**src/rtl/fetch_sequencer_if.sv**
```systemverilog
// fetch_sequencer_if: ROM fetch port, redirect request and decode handshake of the fetch sequencer.
interface fetch_sequencer_if #(
  parameter int DATA_WIDTH  = 32,
  parameter int QUEUE_DEPTH = 2
);
  localparam int CW = $clog2(QUEUE_DEPTH) + 1;
  logic                  fetch_enable;
  logic [DATA_WIDTH-1:0] rom_address;
  logic [DATA_WIDTH-1:0] rom_instruction;
  logic                  redirect_valid;
  logic [DATA_WIDTH-1:0] redirect_pc;
  logic                  instr_valid;
  logic                  instr_ready;
  logic [DATA_WIDTH-1:0] instr_out;
  logic [DATA_WIDTH-1:0] instr_pc;
  logic [DATA_WIDTH-1:0] instr_pc_plus4;
  logic [CW-1:0]         queue_count;
  modport master (
    input  fetch_enable, rom_instruction, redirect_valid, redirect_pc, instr_ready,
    output rom_address, instr_valid, instr_out, instr_pc, instr_pc_plus4, queue_count
  );
  modport slave (
    output fetch_enable, rom_instruction, redirect_valid, redirect_pc, instr_ready,
    input  rom_address, instr_valid, instr_out, instr_pc, instr_pc_plus4, queue_count
  );
endinterface

```
**src/rtl/fetch_sequencer.sv**
```systemverilog
// fetch_sequencer: owns the fetch PC, queues ROM words with their PCs and hands them to decode.
module fetch_sequencer #(
  parameter int                    DATA_WIDTH  = 32,
  parameter int                    QUEUE_DEPTH = 2,
  parameter logic [DATA_WIDTH-1:0] RESET_PC    = '0
) (
  input logic clk,
  input logic reset,
  fetch_sequencer_if.master bus
);
  localparam int AW = $clog2(QUEUE_DEPTH);
  localparam int CW = AW + 1;
  logic [DATA_WIDTH-1:0] fetch_pc;
  logic [DATA_WIDTH-1:0] pc_mem  [QUEUE_DEPTH];
  logic [DATA_WIDTH-1:0] ins_mem [QUEUE_DEPTH];
  logic [AW-1:0]         rd_ptr, wr_ptr;
  logic [CW-1:0]         count;
  logic                  empty, pop, push;
  always_comb begin
    empty = count == '0;
    pop   = ~empty & bus.instr_ready;
    push  = bus.fetch_enable & ~bus.redirect_valid & ((count < CW'(QUEUE_DEPTH)) | pop);
  end
  // Head is read straight out of the queue registers, so rom_instruction never reaches decode combinationally.
  assign bus.rom_address    = fetch_pc;
  assign bus.instr_valid    = ~empty;
  assign bus.instr_out      = empty ? '0 : ins_mem[rd_ptr];
  assign bus.instr_pc       = empty ? '0 : pc_mem[rd_ptr];
  assign bus.instr_pc_plus4 = empty ? '0 : pc_mem[rd_ptr] + DATA_WIDTH'(4);
  assign bus.queue_count    = count;
  always_ff @(posedge clk) begin
    if (reset) begin
      fetch_pc <= RESET_PC;
      rd_ptr   <= '0;
      wr_ptr   <= '0;
      count    <= '0;
    end else if (bus.redirect_valid) begin
      fetch_pc <= {bus.redirect_pc[DATA_WIDTH-1:2], 2'b00};
      rd_ptr   <= '0;
      wr_ptr   <= '0;
      count    <= '0;
    end else begin
      if (push) begin
        pc_mem[wr_ptr]  <= fetch_pc;
        ins_mem[wr_ptr] <= bus.rom_instruction;
        wr_ptr          <= wr_ptr + AW'(1);
        fetch_pc        <= fetch_pc + DATA_WIDTH'(4);
      end
      if (pop) rd_ptr <= rd_ptr + AW'(1);
      count <= count + CW'(push) - CW'(pop);
    end
  end
endmodule

```
**src/flat_wrapper.sv**
```systemverilog
// flat-port wrapper written by rule: the top's interface ports become plain ports
module fetch_sequencer_flat 
#(
  parameter int                    DATA_WIDTH  = 32,
  parameter int                    QUEUE_DEPTH = 2,
  parameter logic [DATA_WIDTH-1:0] RESET_PC    = '0
)
  (clk, reset, bus_fetch_enable, bus_rom_instruction, bus_redirect_valid, bus_redirect_pc, bus_instr_ready, bus_rom_address, bus_instr_valid, bus_instr_out, bus_instr_pc, bus_instr_pc_plus4, bus_queue_count);
  fetch_sequencer_if #(.DATA_WIDTH(DATA_WIDTH), .QUEUE_DEPTH(QUEUE_DEPTH)) bus_i ();
  input logic clk;
  input logic reset;
  input wire logic [$bits(bus_i.fetch_enable)-1:0] bus_fetch_enable;
  input wire logic [$bits(bus_i.rom_instruction)-1:0] bus_rom_instruction;
  input wire logic [$bits(bus_i.redirect_valid)-1:0] bus_redirect_valid;
  input wire logic [$bits(bus_i.redirect_pc)-1:0] bus_redirect_pc;
  input wire logic [$bits(bus_i.instr_ready)-1:0] bus_instr_ready;
  output wire logic [$bits(bus_i.rom_address)-1:0] bus_rom_address;
  output wire logic [$bits(bus_i.instr_valid)-1:0] bus_instr_valid;
  output wire logic [$bits(bus_i.instr_out)-1:0] bus_instr_out;
  output wire logic [$bits(bus_i.instr_pc)-1:0] bus_instr_pc;
  output wire logic [$bits(bus_i.instr_pc_plus4)-1:0] bus_instr_pc_plus4;
  output wire logic [$bits(bus_i.queue_count)-1:0] bus_queue_count;
  assign bus_i.fetch_enable = bus_fetch_enable;
  assign bus_i.rom_instruction = bus_rom_instruction;
  assign bus_i.redirect_valid = bus_redirect_valid;
  assign bus_i.redirect_pc = bus_redirect_pc;
  assign bus_i.instr_ready = bus_instr_ready;
  assign bus_rom_address = bus_i.rom_address;
  assign bus_instr_valid = bus_i.instr_valid;
  assign bus_instr_out = bus_i.instr_out;
  assign bus_instr_pc = bus_i.instr_pc;
  assign bus_instr_pc_plus4 = bus_i.instr_pc_plus4;
  assign bus_queue_count = bus_i.queue_count;
  fetch_sequencer #(.DATA_WIDTH(DATA_WIDTH), .QUEUE_DEPTH(QUEUE_DEPTH), .RESET_PC(RESET_PC)) u_core (.clk(clk), .reset(reset), .bus(bus_i));
endmodule
```
**config.mk**
```make
export PLATFORM = sky130hd
export DESIGN_NAME = fetch_sequencer_flat
export DESIGN_NICKNAME = d
export VERILOG_FILES = /design/src/rtl/fetch_sequencer_if.sv /design/src/rtl/fetch_sequencer.sv /design/src/flat_wrapper.sv
export SDC_FILE = /design/constraint.sdc
export NUM_CORES = 1
export LEC_CHECK = 0
export ABC_AREA = 1
export BUFFER_PORTS_ARGS = -buffer_cell sky130_fd_sc_hd__buf_2
export CORE_ASPECT_RATIO = 1.1
export CORE_MARGIN = 3
export CORE_UTILIZATION = 44
export CTS_BUF_LIST = sky130_fd_sc_hd__clkbuf_4 sky130_fd_sc_hd__clkbuf_8
export DETAILED_ROUTE_END_ITERATION = 8
export PLACE_DENSITY = 0.67
export RECOVER_POWER = 25
export SLEW_MARGIN = 25
export SYNTH_ARGS = -nofsm -noshare
export SYNTH_HDL_FRONTEND = slang
export SYNTH_SLANG_ARGS = --single-unit
export TNS_END_PERCENT = 5
```
**constraint.sdc**
```tcl
create_clock -name clk -period 8.3 [get_ports clk]
set_input_delay 1.245 -clock clk [delete_from_list [all_inputs] [get_ports clk]]
set_output_delay 1.245 -clock clk [all_outputs]
set_load 0.01 [all_outputs]
```
== After elaboration in Yosys (flattened, before gate mapping) ==
Memory sizes are Yosys's and may differ from the RTL's. A register that Yosys moved wholly into a read port is not among the register bits.
Cells that the tools add are included.

* Register bits after elaboration: 36
* RAM bits: 128
* Input bits: 69
* Output and inout bits: 131
* Word-level logic and storage cells: 36
* Memories: 2

{| class="wikitable"
|+ Memories
! memory !! depth !! width !! read ports !! clocked after memory_dff !! write ports !! RTL line !! source
|-
| u_core.ins_mem || 2 || 32 || 1 || 1 || 1 || fetch_sequencer.sv:15 || <nowiki>logic [DATA_WIDTH-1:0] ins_mem [QUEUE_DEPTH];</nowiki>
|-
| u_core.pc_mem || 2 || 32 || 1 || 1 || 1 || fetch_sequencer.sv:14 || <nowiki>logic [DATA_WIDTH-1:0] pc_mem [QUEUE_DEPTH];</nowiki>
|}

* Add/sub/neg operators: 6
* Order comparisons: 1
* Mux-type cells: 13
* Bitwise operators: 6
* Reductions and logical operators: 3

{| class="wikitable"
|+ Operators with widths
! operator !! count
|-
| $mux W32 || 5
|-
| $add A32 B3 Y32 const B || 2
|-
| $mux W1 || 8
|-
| $and A1 B1 Y1 || 3
|-
| $add A1 B1 Y1 const B || 2
|-
| $add A2 B1 Y2 || 1
|-
| $logic_not A2 Y1 || 1
|-
| $lt A2 B2 Y1 const B || 1
|-
| $not A1 Y1 || 2
|-
| $reduce_bool A2 Y1 || 1
|-
| $reduce_or A2 Y1 || 1
|-
| $sub A2 B1 Y2 || 1
|-
| $or A1 B1 Y1 || 1
|}

== Depth between registers and ports, before layout ==
* Word-level depth: 9
* Gate-level depth with buffers: 14
* Depth with buffers taken out: 12

== Worst setup path after synthesis ==
OpenSTA, ideal clock, no wires.

* Kind: input port to flip-flop
* Start: in bus_redirect_valid
* End: mem u_core.ins_mem[1][0], enable pin
* Setup time: 558 ps
* Arrival time: 6181 ps
* Data required time: 7742 ps
* Setup slack: 1561 ps
* Stages: 5
* Buffers on the path: 2
* Cells stage by stage: buf_2 inv_1 clkbuf_1 nand2_1 nor3_1

* Word-level cells in the longest chain between the ends: 7

{| class="wikitable"
|+ Ends and longest elaborated chain
! element !! RTL line !! source
|-
| from (decl) || flat_wrapper.sv:14 || <nowiki>input wire logic [$bits(bus_i.redirect_valid)-1:0] bus_redirect_valid;</nowiki>
|-
| $not A1 Y1 || fetch_sequencer.sv:22 || <nowiki>push = bus.fetch_enable & ~bus.redirect_valid & ((count < CW'(QUEUE_DEPTH)) | pop);</nowiki>
|-
| $and A1 B1 Y1 (2 in a row) || fetch_sequencer.sv:22 ||
|-
| $mux W1 || fetch_sequencer.sv:43 || <nowiki>if (push) begin</nowiki>
|-
| $mux W1 (*) || fetch_sequencer.sv:37 || <nowiki>end else if (bus.redirect_valid) begin</nowiki>
|-
| $mux W1 (*) || fetch_sequencer.sv:32 || <nowiki>if (reset) begin</nowiki>
|-
| $mux W1 (implied by the code) (*) || fetch_sequencer.sv:45 || <nowiki>ins_mem[wr_ptr] <= bus.rom_instruction;</nowiki>
|-
| to (decl) || fetch_sequencer.sv:15 ||
|}

Mark *: on every way between the ends. The rest lies on a longest branch, timed or not.

==> impl_results.md <==
* Initial antenna violation count at 0
* 1st-iter DRT viols at 548
* Endpoints failing setup at 0
* Sequential area share after synthesis at 53.5%
* Setup bufs post-CTS at 0
* Max Root-Sink Buffers at 2
* Synthesized instance count at 1020
* Hold WS at 0.466 ns
* TritonCTS Buffers at 17
* Ports at 200
* Ratio of cells with drive above 1 in the final layout at 22.3%
* CTS tree: yes
* 1st-pass router iterations at 5
* Final setup margin at 4.02 ns
* Relative slew slack at 39.3%
* Status: finished clean
* Site Rows at 51
* Area grow syn2layout at 17.8%
* Setup_tns at 0 ns
* Number of synthesized register bits at 159
* Core ar. at 0.0181 mm2
* F_max at 234 MHz
* Wire per inst at 14.6 um
* Drc violations at 0
* Worst vdd ir at 0.0000934 V
* Vias in the first global route at 6398
* Vias at 7066
* EDFF count, synth at 124
* Pre-CTS setup slack at 4.46 ns
* Fin. max-slew vios at 0
* Die area at 0.0205 mm2
* Max-cap viol count at 0
* Clk_lat worst skew at 0.45 ns
* Worst slew pin tran at 0.910 ns
* Starting Density at 45.8%
* RSZ-0062 raised after global routing: false
* Startpoint types: flop
* Post-synth ARST share at 0%
* Final Hold Violating Endpoints at 0
* Synthesized area at 0.00828 mm2
* Crit path max fanout at 68
* Detailed-route wire length at 21300 um
* Min Tclk post-route at 4.28 ns
* Yosys cell types at 35
* Final nets at 1272
* Synth warn at 0
* Crit path required time at 7.05 ns
* Tcrit/Tclk final at 51.5%
* # port buffers at 191
* LEAKAGE at 4.30 nW
* DPL Wire Length at 15000 um
* CP Data Arrival Time at 3.03 ns
* Grt total ovfl at 0
* Post-cts resize count at 0
* GP Congestion at 0.938
* Vias/cell at 4.87
* Skew final at 0.0117 ns
* Chip Height at 150 um
* Largest net degree at the start of global routing at 82
* CTS root buf: clkbuf_8
* Worst Hold Class: reg -> reg
* Synth Area per Inst at 8.11 um2
* Hold-fix buffers, CTS at 0
* Crit. End Element: primary output
* Routed Antenna Nets at 0
* CTS Sinks at 159
* Crit path kind: reg -> out
* Number of H-tree levels at 4
* FILL cells at 1711
* PD cells at 171 mW/mm2
* Most common flop cell mapped by yosys: edfxtp_1
* Die W at 137 um
* Total Routing Usage GR at 20.7%
* Global-route wire length before repair at 32700 um
* Clock transition at path regs at 0.08 ns
final timing paths:
check,start,endpoint,slack [ns],cells past startpoint
max,flop,bus_instr_pc_plus4[12],4.02,11
min,u_core.wr_ptr,u_core.wr_ptr,0.47,2
max reg2reg,u_core.bus.queue_count[0],u_core.bus.queue_count[1],5.84,9
min reg2reg,u_core.wr_ptr,u_core.wr_ptr,0.47,2
layer usage:
layer,global-route usage [%],share of wire [%]
met4,7.39,2.3
met1,28.8,44
met3,3.97,6.5
met2,32.2,47
met5,0,0
power by group:
group	switching (mW)	total (mW)	internal [mW]	leakage [nW]
logic	0.118	0.181	0.0628	2.68
clock network	0.280	0.580	0.300	0.210
registers	0.0235	0.904	0.880	1.41
flip-flops by register name (all words and copies together) (netlist names), named ones only:
| register | cells |
|---|---|
| u_core.ins_mem | 64 |
| u_core.pc_mem | 60 |
| u_core.bus.rom_address | 30 |
| u_core.bus.queue_count | 2 |
| u_core.rd_ptr | 1 |
| u_core.wr_ptr | 1 |
critical path: stages (launching register included):
cell     delay, ns
dfxtp_2       0.58
inv_8         0.22
o21ai_2       0.32
ha_1          0.33
inv_1         0.12
nor2_4        0.19
nand2_1       0.10
nor2_2        0.24
o21ai_0       0.13
o21ai_0       0.13
inv_1         0.06
buf_2         0.14
cells in the final DEF, fill, tap and decap left out, drive strengths merged:
cell type / netlist / final
ha: 4 / 4
buf: 23 / 192
and2: 1 / 1
nand2: 381 / 381
a22o: 3 / 3
inv: 100 / 102
conb: 1 / 6
nor3: 4 / 4
clkinv: 0 / 9
or2: 2 / 2
diode: 0 / 1
xnor2: 4 / 4
a21oi: 66 / 66
nor3b: 2 / 2
bufinv: 0 / 3
clkbuf: 18 / 22
nand4: 4 / 4
o21ai: 34 / 34
nor2: 139 / 139
o211ai: 1 / 1
xor2: 11 / 11
dfxtp: 35 / 35
edfxtp: 124 / 124
nand3: 54 / 54
a31oi: 9 / 9
cells in the mapped netlist (2+ instances only):
cell      instances  share of area, %
buf_1             3              0.14
xor2_1           11               1.2
inv_1            99               4.5
a31oi_1           9              0.68
nor3b_1           2              0.18
nor3_1            4              0.24
buf_4             7              0.63
dfxtp_1          35               8.5
nor2_4            3              0.41
or2_2             2              0.15
xnor2_1           4              0.42
a22o_1            3              0.32
nand4_1           4              0.30
o21ai_1           4              0.24
nor2_1          122               5.5
buf_6             6              0.82
nor2_2           14               1.1
o21ai_0          29               1.8
a21oi_1          66               4.0
edfxtp_1        124                45
nand2_4           2              0.27
nand3_1          52               3.1
ha_1              4              0.60
buf_2             5              0.30
clkbuf_1         18              0.82
nand2_1         360                16
nand3_2           2              0.24
nand2_2          19               1.4
final cells by class:
| cell class | count | area [um2] | area share [%] |
|---|---|---|---|
| Antenna cell | 1 | 2.50 | 0.0257 |
| Tap cell | 238 | 298 | 3.05 |
| Multi-Input combinational cell | 725 | 3250 | 33.3 |
| Sequential cell | 159 | 4430 | 45.4 |
| Timing Repair Buffer | 196 | 988 | 10.1 |
| Inverter | 100 | 383 | 3.93 |
| Clock inverter | 14 | 165 | 1.69 |
| Clock buffer | 18 | 241 | 2.48 |
cells by family after synthesis:
group / count (synthesis) / synth area share [%]
simple gates: 587 / 29.4
flops: 159 / 53.5
buf+inv: 141 / 7.75
compound gates: 113 / 7.18
xor+xnor: 15 / 1.59
fa+ha+maj: 4 / 0.605
other cells: 1 / 0.0453
through the flow:
stage                     utilization, %  area, um2  std cells  power (mW)
after floorplan                        -       8300       1025        1.03
after global placement              51.8       9350       1418        1.10
after detailed placement            51.8       9350       1418        1.10
after CTS                           54.0       9760       1450        1.68
after global routing                54.0       9750       1450        1.74
final                               54.0       9750       1451        1.66
(Power assumes the default switching activity.)
